$ cat config.mk
export PLATFORM = sky130hd
export DESIGN_NAME = w_update_sched_flat
export DESIGN_NICKNAME = d
export VERILOG_FILES = /design/src/rtl/w_update_sched_if.sv /design/src/rtl/w_update_sched.sv /design/src/flat_wrapper.sv
export SDC_FILE = /design/constraint.sdc
export NUM_CORES = 1
export LEC_CHECK = 0
export ABC_AREA = 1
export CAP_MARGIN = 40
export CELL_PAD_IN_SITES_DETAIL_PLACEMENT = 1
export CELL_PAD_IN_SITES_GLOBAL_PLACEMENT = 1
export CORE_MARGIN = 3
export CORE_UTILIZATION = 31
export CTS_CLUSTER_SIZE = 16
export DETAILED_ROUTE_END_ITERATION = 10
export GPL_TIMING_DRIVEN = 1
export PLACE_DENSITY = 0.87
export SYNTH_ARGS = -nofsm -noshare
export SYNTH_HDL_FRONTEND = slang
export SYNTH_SLANG_ARGS = --single-unit
$ cat constraint.sdc
create_clock -name clock -period 1.6 [get_ports clock]
set_input_delay 0.48 -clock clock [delete_from_list [all_inputs] [get_ports clock]]
set_output_delay 0.48 -clock clock [all_outputs]
set_load 0.03 [all_outputs]
$ cat src/rtl/w_update_sched_if.sv
// Handshake bundle for the tap-weight update scheduler: host and adapt requesters,
// control strobes, and the registered weight-write port toward the FIR datapath.
interface w_update_sched_if #(
  parameter int unsigned IDX_W = 10,
  parameter int unsigned D_W   = 2
);
  logic             host_valid;
  logic             host_ready;
  logic [IDX_W-1:0] host_idx;
  logic [D_W-1:0]   host_data;

  logic             adapt_valid;
  logic             adapt_ready;
  logic [IDX_W-1:0] adapt_idx;
  logic [D_W-1:0]   adapt_data;

  logic             freeze;
  logic             clear_req;
  logic             err_clr;

  logic             upd_valid;
  logic [IDX_W-1:0] upd_idx;
  logic [D_W-1:0]   upd_data;
  logic             busy;
  logic             clear_done;
  logic             err_idx;

  modport master (
    output host_valid, host_idx, host_data,
    output adapt_valid, adapt_idx, adapt_data,
    output freeze, clear_req, err_clr,
    input  host_ready, adapt_ready,
    input  upd_valid, upd_idx, upd_data, busy, clear_done, err_idx
  );

  modport slave (
    input  host_valid, host_idx, host_data,
    input  adapt_valid, adapt_idx, adapt_data,
    input  freeze, clear_req, err_clr,
    output host_ready, adapt_ready,
    output upd_valid, upd_idx, upd_data, busy, clear_done, err_idx
  );
endinterface

$ cat src/rtl/w_update_sched.sv
// Tap-weight write scheduler: arbitrates host and LMS-adapt writes with a bounded host
// burst, and runs a self-timed clear sweep over all taps. One registered write per cycle.
module w_update_sched #(
  parameter int unsigned   N              = 1008,
  parameter int unsigned   IDX_W          = $clog2(N),
  parameter int unsigned   D_W            = 2,
  parameter logic [D_W-1:0] CLEAR_VAL     = '0,
  parameter int unsigned   MAX_HOST_BURST = 4
) (
  input  logic              clock,
  input  logic              reset,
  w_update_sched_if.slave   bus
);

  localparam int unsigned BurstW = (MAX_HOST_BURST > 0) ? $clog2(MAX_HOST_BURST + 1) : 1;
  localparam logic [BurstW-1:0] BurstMax = BurstW'(MAX_HOST_BURST);
  localparam logic [IDX_W:0]    IdxLimit = (IDX_W + 1)'(N);
  localparam logic [IDX_W-1:0]  LastIdx  = IDX_W'(N - 1);

  typedef enum logic [0:0] {StArb, StSweep} state_e;

  state_e            state_q;
  logic [BurstW-1:0] burst_q;
  logic [IDX_W-1:0]  sweep_q;
  logic              upd_valid_q;
  logic [IDX_W-1:0]  upd_idx_q;
  logic [D_W-1:0]    upd_data_q;
  logic              busy_q;
  logic              clear_done_q;
  logic              err_q;

  logic in_arb;
  logic adapt_elig;
  logic force_adapt;
  logic host_ready;
  logic adapt_ready;
  logic host_go;
  logic adapt_go;
  logic host_bad;
  logic adapt_bad;

  // Clear request pre-empts both requesters in the very cycle it is raised.
  always_comb begin
    in_arb      = (state_q == StArb) && !bus.clear_req;
    adapt_elig  = bus.adapt_valid && !bus.freeze;
    force_adapt = adapt_elig && (burst_q == BurstMax);
    host_ready  = in_arb && !force_adapt;
    adapt_ready = in_arb && !bus.freeze && (!bus.host_valid || force_adapt);
    host_go     = bus.host_valid && host_ready;
    adapt_go    = bus.adapt_valid && adapt_ready;
    host_bad    = {1'b0, bus.host_idx} >= IdxLimit;
    adapt_bad   = {1'b0, bus.adapt_idx} >= IdxLimit;
  end

  always_ff @(posedge clock or posedge reset) begin
    if (reset) begin
      state_q      <= StArb;
      burst_q      <= '0;
      sweep_q      <= '0;
      upd_valid_q  <= 1'b0;
      upd_idx_q    <= '0;
      upd_data_q   <= '0;
      busy_q       <= 1'b0;
      clear_done_q <= 1'b0;
      err_q        <= 1'b0;
    end else begin
      upd_valid_q  <= 1'b0;
      clear_done_q <= 1'b0;

      if (bus.err_clr) begin
        err_q <= 1'b0;
      end
      // A new out-of-range grant wins over a simultaneous clear.
      if ((host_go && host_bad) || (adapt_go && adapt_bad)) begin
        err_q <= 1'b1;
      end

      if (adapt_go || !adapt_elig) begin
        burst_q <= '0;
      end else if (host_go && (burst_q != BurstMax)) begin
        burst_q <= burst_q + 1'b1;
      end

      unique case (state_q)
        StArb: begin
          if (bus.clear_req) begin
            state_q <= StSweep;
            busy_q  <= 1'b1;
            sweep_q <= '0;
          end else if (host_go) begin
            if (!host_bad) begin
              upd_valid_q <= 1'b1;
              upd_idx_q   <= bus.host_idx;
              upd_data_q  <= bus.host_data;
            end
          end else if (adapt_go) begin
            if (!adapt_bad) begin
              upd_valid_q <= 1'b1;
              upd_idx_q   <= bus.adapt_idx;
              upd_data_q  <= bus.adapt_data;
            end
          end
        end
        StSweep: begin
          upd_valid_q <= 1'b1;
          upd_idx_q   <= sweep_q;
          upd_data_q  <= CLEAR_VAL;
          if (sweep_q == LastIdx) begin
            state_q      <= StArb;
            busy_q       <= 1'b0;
            clear_done_q <= 1'b1;
          end else begin
            sweep_q <= sweep_q + 1'b1;
          end
        end
        default: state_q <= StArb;
      endcase
    end
  end

  assign bus.host_ready  = host_ready;
  assign bus.adapt_ready = adapt_ready;
  assign bus.upd_valid   = upd_valid_q;
  assign bus.upd_idx     = upd_idx_q;
  assign bus.upd_data    = upd_data_q;
  assign bus.busy        = busy_q;
  assign bus.clear_done  = clear_done_q;
  assign bus.err_idx     = err_q;

endmodule

$ cat src/flat_wrapper.sv
// flat-port wrapper written by rule: the top's interface ports become plain ports
module w_update_sched_flat 
#(
  parameter int unsigned   N              = 1008,
  parameter int unsigned   IDX_W          = $clog2(N),
  parameter int unsigned   D_W            = 2,
  parameter logic [D_W-1:0] CLEAR_VAL     = '0,
  parameter int unsigned   MAX_HOST_BURST = 4
)
  (clock, reset, bus_host_valid, bus_host_idx, bus_host_data, bus_adapt_valid, bus_adapt_idx, bus_adapt_data, bus_freeze, bus_clear_req, bus_err_clr, bus_host_ready, bus_adapt_ready, bus_upd_valid, bus_upd_idx, bus_upd_data, bus_busy, bus_clear_done, bus_err_idx);
  w_update_sched_if #(.IDX_W(IDX_W), .D_W(D_W)) bus_i ();
  input  logic clock;
  input  logic reset;
  input wire logic [$bits(bus_i.host_valid)-1:0] bus_host_valid;
  input wire logic [$bits(bus_i.host_idx)-1:0] bus_host_idx;
  input wire logic [$bits(bus_i.host_data)-1:0] bus_host_data;
  input wire logic [$bits(bus_i.adapt_valid)-1:0] bus_adapt_valid;
  input wire logic [$bits(bus_i.adapt_idx)-1:0] bus_adapt_idx;
  input wire logic [$bits(bus_i.adapt_data)-1:0] bus_adapt_data;
  input wire logic [$bits(bus_i.freeze)-1:0] bus_freeze;
  input wire logic [$bits(bus_i.clear_req)-1:0] bus_clear_req;
  input wire logic [$bits(bus_i.err_clr)-1:0] bus_err_clr;
  output wire logic [$bits(bus_i.host_ready)-1:0] bus_host_ready;
  output wire logic [$bits(bus_i.adapt_ready)-1:0] bus_adapt_ready;
  output wire logic [$bits(bus_i.upd_valid)-1:0] bus_upd_valid;
  output wire logic [$bits(bus_i.upd_idx)-1:0] bus_upd_idx;
  output wire logic [$bits(bus_i.upd_data)-1:0] bus_upd_data;
  output wire logic [$bits(bus_i.busy)-1:0] bus_busy;
  output wire logic [$bits(bus_i.clear_done)-1:0] bus_clear_done;
  output wire logic [$bits(bus_i.err_idx)-1:0] bus_err_idx;
  assign bus_i.host_valid = bus_host_valid;
  assign bus_i.host_idx = bus_host_idx;
  assign bus_i.host_data = bus_host_data;
  assign bus_i.adapt_valid = bus_adapt_valid;
  assign bus_i.adapt_idx = bus_adapt_idx;
  assign bus_i.adapt_data = bus_adapt_data;
  assign bus_i.freeze = bus_freeze;
  assign bus_i.clear_req = bus_clear_req;
  assign bus_i.err_clr = bus_err_clr;
  assign bus_host_ready = bus_i.host_ready;
  assign bus_adapt_ready = bus_i.adapt_ready;
  assign bus_upd_valid = bus_i.upd_valid;
  assign bus_upd_idx = bus_i.upd_idx;
  assign bus_upd_data = bus_i.upd_data;
  assign bus_busy = bus_i.busy;
  assign bus_clear_done = bus_i.clear_done;
  assign bus_err_idx = bus_i.err_idx;
  w_update_sched #(.N(N), .IDX_W(IDX_W), .D_W(D_W), .CLEAR_VAL(CLEAR_VAL), .MAX_HOST_BURST(MAX_HOST_BURST)) u_core (.clock(clock), .reset(reset), .bus(bus_i));
endmodule
==> results of run 1 <==
-- metal layers --
layer | up-vias | wire length, um | GRT usage | share of wire
li1 | 1049 | - | - | -
met1 | 1181 | 3630 | 0.255 | 0.37
met2 | 84 | 5170 | 0.413 | 0.53
met3 | 43 | 450 | 0.0520 | 0.046
met4 | 0 | 506 | 0.101 | 0.052
met5 | - | 0 | 0 | 0
-- power by group through the flow --
stage | clock network [mW] | logic, mW | registers, mW
5_1_grt | 0.743 | 1.60 | 1.17
2_1_floorplan | 0 | 0.523 | 1.32
6_report | 0.713 | 1.47 | 1.16
3_3_place_gp | 0 | 1.20 | 1.13
4_1_cts | 0.690 | 1.26 | 1.13
3_5_place_dp | 0 | 1.24 | 1.14
-- path summary, 6_finish.rpt --
kind	start	endpoint	slack, ns	cells after the start
max	u_core.burst_q[1]$_DFFE_PP0P_	u_core.bus.upd_idx[0]$_DFFE_PP0P_	-0.48	17
min	reset	u_core.sweep_q[8]$_DFFE_PP0P_	0.51	3
max reg2reg	u_core.burst_q[1]$_DFFE_PP0P_	u_core.bus.upd_idx[0]$_DFFE_PP0P_	-0.48	17
min reg2reg	u_core.bus.upd_idx[2]$_DFFE_PP0P_	u_core.bus.upd_idx[2]$_DFFE_PP0P_	0.52	2
max in group asynchronous	reset	u_core.bus.upd_idx[4]$_DFFE_PP0P_	0.91	3
min in group clock	u_core.bus.upd_idx[2]$_DFFE_PP0P_	u_core.bus.upd_idx[2]$_DFFE_PP0P_	0.52	2
-- cell families (layout without fill, tap and decap cells) --
group / count (synthesis) / after routing / synth area share
AND/OR/NAND/NOR: 159 / 160 / 0.397
AO/OA/AOI/OAI: 21 / 21 / 0.0620
buffers and inverters: 52 / 153 / 0.117
XOR/XNOR: 3 / 3 / 0.0137
flip-flops: 30 / 30 / 0.391
adder cells (fa/ha/maj): 3 / 3 / 0.0196
-- critical path: stages (launching register included) --
cell,delay (ns)
dfrtp_1,0.40
inv_2,0.08
ha_4,0.18
nand2_4,0.09
clkinv_4,0.07
nand2_4,0.06
buf_4,0.10
buf_6,0.09
buf_6,0.10
nand3_4,0.10
buf_12,0.16
buf_6,0.12
nand2_4,0.05
nand2_2,0.05
nand2_2,0.09
nand2_2,0.06
nand2_1,0.08
nand2_1,0.06
-- per-stage QoR --
stage	power (mW)	TNS (ns)	hold WS (ns)	area, um^2	instances
after floorplan	1.85	-0.134	0.486	1930	268
after global placement	2.32	-8.60	0.490	2700	415
after detailed placement	2.38	-9.86	0.497	2700	415
after CTS	3.08	-3.63	0.514	3030	437
after global routing	3.51	-9.23	0.543	3310	445
final	3.34	-7.59	0.508	3310	445
-- synthesized netlist by cell type (2+ instances only) --
master	number
a21oi_1	4
nor3_1	3
inv_1	39
o21ai_1	2
o22ai_1	2
nand4_1	11
buf_4	3
nor2_1	19
nor2_2	2
buf_2	2
inv_2	3
buf_6	2
nor2_8	2
nor2_4	2
ha_1	3
dfrtp_1	30
nand3_1	29
nand2_1	84
o21ai_0	9
xor2_1	3
nand2_2	5
clkbuf_1	3
-- cell type report --
type / count / area [um^2] / area share
clock inverters: 2 / 12.5 / 0.00378
well taps: 75 / 93.8 / 0.0284
multi-input cells: 187 / 1230 / 0.372
inverters: 42 / 165 / 0.0499
repair buffers: 103 / 971 / 0.294
flip-flops and latches: 30 / 751 / 0.227
clock buffers: 6 / 82.6 / 0.0250
-- placed cells by master (no fill, tap or decap), drive strengths merged, types with 3 or more instances in the layout --
master,count
nand2,90
nand4,12
xor2,3
nand3,30
buf,57
o21ai,11
nor2,25
clkdlybuf4s50,26
clkdlybuf4s15,3
clkbuf,6
a21oi,4
inv,41
dfrtp,30
dlygate4sd2,17
ha,3
nor3,3
-- flip-flops by register name, summed over array words and instances, names as in the netlist --
signal / cells
u_core.bus.upd_valid: 1
u_core.bus.busy: 1
u_core.bus.upd_idx: 10
u_core.state_q: 1
u_core.sweep_q: 10
u_core.bus.upd_data: 2
u_core.bus.err_idx: 1
u_core.bus.clear_done: 1
u_core.burst_q: 3
-- what timing repair did --
item	in CTS	in global routing
buffers inserted	12	9
gates resized for setup	54	59
endpoints found under the setup margin	35	26
cloned	3	0
pin swaps	9	22
==> metrics.yaml, run 1 <==
cp_data_arrival_time_ns: 2.27
cp-start-kind: "flip-flop"
routabilityCongestion: 0.819
end_kind: "flip-flop"
grt_pass1_vias: 2489
setup_viol: 20
die-area_mm2: 0.00717
status: "finished, violations left"
p_sw_frac: 0.435
ios: 49
cts_tree: "built"
cap_violations: 0
dieWidth_um: 84.7
synth_area_leaders: "dfrtp_1 39%, nand2_1 16%, inv_1 7.6%"
p_switching_mw: 1.45
drtIter0Drc: 181
place_ws_ns: -0.492
die_h_um: 84.7
h-tree-depth: 2
wl_per_cell_um: 21.9
rows: 28
p_int_mw: 1.89
violations: "negative setup slack"
insertion_delay_ns: 0.31
period_minus_slack_ns: 2.08
hp-class: "input pin to asynchronous set/reset pin"
track_usage: 0.229
power_density_mw_per_mm2: 1010
synth_top_area_frac: 0.391
ys_ff_latch: 30
drive_gt1_frac: 0.378
skew_ns: 0.0172
vias_per_cell: 5.30
max-slew-margin-rel: 0.766
io_buffers: 48
finalHoldViolCount: 0
initial_core_util: 0.322
pwr-share-seq: 0.346
grt_max_degree: 31
grt_setup_unrepaired: "true"
cts.sinks: 30
drc: 0
syn_area_per_cell_um2: 7.16
cts.reportedPaths.clkPinSlew_ns: 0.09
async_reset_ff_frac: 1.00
post_synth_num_cell_types: 28
ir_worst_vdd_mv: 0.637
timing.final.crit_share: 1.30
fin_util: 0.555
syn_nets: 302
grt_overflow: 0
slew_viol_final: 0
n_antenna_cell: 0
synth_area_mm2: 0.00192
p_clk_frac: 0.213
numCtsBuffers: 5
antenna_left: 0
dpl.hpwl_mm: 4.84
critical_path_required_ns: 1.78
p_leak_nw: 1.66
via_count: 2357
drt-total-wl_mm: 9.75
clock-root-buffer: "clkbuf_8"
grt_pass1_wl_mm: 12.7
final_net_count: 403
yosysWarningCount: 0
setup_ws_ns: -0.484
ys_seq_area_frac: 0.391
max_freq_ghz: 0.480
coreArea_mm2: 0.00596
grt_antenna_before_repair: 0
fillCellCount: 711
syn2layout_area_growth_pct: 72.4
cts_hold_buffers: 0
worst_pin_slew_ns: 0.349
path_class: "flip-flop to flip-flop"
drt_pass1_iterations: 4
synth_edf_count: 0
critPathMaxFanout: 4
p_comb_frac: 0.441
synth_top_area_cell: "dfrtp_1"
netlist_instances: 268
synth_flop_cell: "dfrtp_1"
clock_path_buffers: 2
(Power assumes the default switching activity.)
==> run 2, diff against run 1 <==
PLACE_DENSITY = default   (was 0.87)
PLACE_DENSITY_LB_ADDON = 0.1   (was default)
==> metrics.yaml, run 2 (synthesis gave the netlist of run 1 again) <==
status: "finished, violations left"
violations: "negative setup slack"
cts.reportedPaths.clkPinSlew_ns: 0.07
cpPeakStageDelay_ns: 0.39
die-area_mm2: 0.00717
setup_viol: 19
max_freq_ghz: 0.513
antenna_left: 0
cp_slowest_cell: "dfrtp_1"
grt_pass1_wl_mm: 11.4
period_minus_slack_ns: 1.95
p_int_mw: 2.16
cp-start-kind: "flip-flop"
fin_util: 0.542
track_usage: 0.203
p_leak_nw: 1.65
routabilityCongestion: 0.774
critPathMaxFanout: 2
pwr-share-seq: 0.331
drt_pass1_iterations: 4
clock-root-buffer: "clkbuf_8"
ios: 49
n_antenna_cell: 0
dpl.hpwl_mm: 4.74
die_h_um: 84.7
grt_max_degree: 31
p_comb_frac: 0.380
finalHoldViolCount: 0
power_density_mw_per_mm2: 1060
crit_path_cell_trace: "inv_2, ha_4, nand2_4, inv_4, nand2_4, nand2_4, nand2_4, nor2_4, buf_6"
p_switching_mw: 1.27
cp_data_arrival_time_ns: 1.47
crit_top_cell: "nand2_4"
grt_antenna_before_repair: 0
hp-class: "flip-flop to flip-flop"
path_buf_inv: 3
cts_tree: "built"
max-slew-margin-rel: 0.795
slew_viol_final: 0
p_clk_frac: 0.289
setup_ws_ns: -0.350
cap_violations: 0
rows: 28
path_class: "flip-flop to output port"
drc: 0
critical_path_required_ns: 1.12
timing.final.crit_share: 1.22
ir_worst_vdd_mv: 0.693
cts_hold_buffers: 0
worst_pin_slew_ns: 0.309
final_net_count: 398
end_kind: "output port"
p_sw_frac: 0.371
drtIter0Drc: 58
h-tree-depth: 2
grt_pass1_vias: 2331
final_common_cell: "nand2_1"
grt_setup_unrepaired: "true"
drive_gt1_frac: 0.312
dieWidth_um: 84.7
coreArea_mm2: 0.00596
wl_per_cell_um: 15.8
insertion_delay_ns: 0.29
initial_core_util: 0.322
cts.sinks: 30
skew_ns: 0.00516
mostFrequentLayoutCells: "72 x nand2_1, 38 x buf_4, 35 x inv_1"
numCtsBuffers: 5
holdWs_ns: 0.507
crit_family: "flip-flops"
clock_path_buffers: 2
grt_overflow: 0
io_buffers: 48
syn2layout_area_growth_pct: 68.3
drt-total-wl_mm: 6.94
vias_per_cell: 4.81
via_count: 2116
## run 2: area by class of cell
| cell class | instances | area (um^2) |
|---|---|---|
| Fill cell | 709 | 2730 |
| Multi-Input combinational cell | 187 | 1140 |
| Timing Repair Buffer | 98 | 936 |
| Sequential cell | 30 | 751 |
| Inverter | 42 | 164 |
| Tap cell | 75 | 93.8 |
| Clock buffer | 6 | 82.6 |
| Clock inverter | 2 | 60.1 |
## run 2: power by group through the flow
stage	Clock [mW]	Combinational, mW	Sequential (mW)
2_1_floorplan	0	0.523	1.32
3_3_place_gp	0	1.24	1.13
3_5_place_dp	0	1.27	1.15
4_1_cts	1.01	1.27	1.13
5_1_grt	1.05	1.46	1.17
6_report	0.991	1.30	1.14
## run 2: layer usage
metal | global-route usage | vias up | wire, um
li1 | - | 1038 | -
met1 | 0.238 | 1027 | 2870
met3 | 0.0373 | 13 | 237
met2 | 0.372 | 38 | 3690
met4 | 0.0619 | 0 | 144
met5 | 0 | - | 0
## run 2: through the flow
stage	setup WS (ns)	power (mW)	cells	cell area (um^2)	setup TNS, ns
after floorplan	-0.0746	1.85	268	1930	-0.134
after global placement	-0.432	2.37	412	2690	-9.18
after detailed placement	-0.524	2.42	412	2690	-10.56
after CTS	-0.324	3.41	433	3060	-3.72
after global routing	-0.429	3.68	440	3230	-6.01
final	-0.350	3.43	440	3230	-4.23
## run 2: tightest hold or removal path, cell delays in order, from the launching register on
cell and delay, ns:
dfrtp_1 0.35, nand3_2 0.08, nand2_2 0.05
## run 2: worst paths after layout
path / start / end / slack [ns] / depth (start not counted)
min: u_core.bus.upd_idx[7]$_DFFE_PP0P_ / u_core.bus.upd_idx[7]$_DFFE_PP0P_ / 0.51 / 2
min reg2reg: u_core.bus.upd_idx[7]$_DFFE_PP0P_ / u_core.bus.upd_idx[7]$_DFFE_PP0P_ / 0.51 / 2
max in group asynchronous: reset / u_core.burst_q[1]$_DFFE_PP0P_ / 0.90 / 3
min in group asynchronous: reset / u_core.sweep_q[8]$_DFFE_PP0P_ / 0.53 / 3
max reg2reg: u_core.burst_q[0]$_DFFE_PP0P_ / u_core.bus.upd_idx[0]$_DFFE_PP0P_ / -0.28 / 15
max: u_core.burst_q[0]$_DFFE_PP0P_ / bus_adapt_ready / -0.35 / 9
## run 2: repair_timing
action	4_1_cts	5_1_grt
buffers inserted	13	10
gates resized for setup	48	37
endpoints found under the setup margin	35	25
pin swaps	11	15
cloned	2	1
hold endpoints to repair	0	0
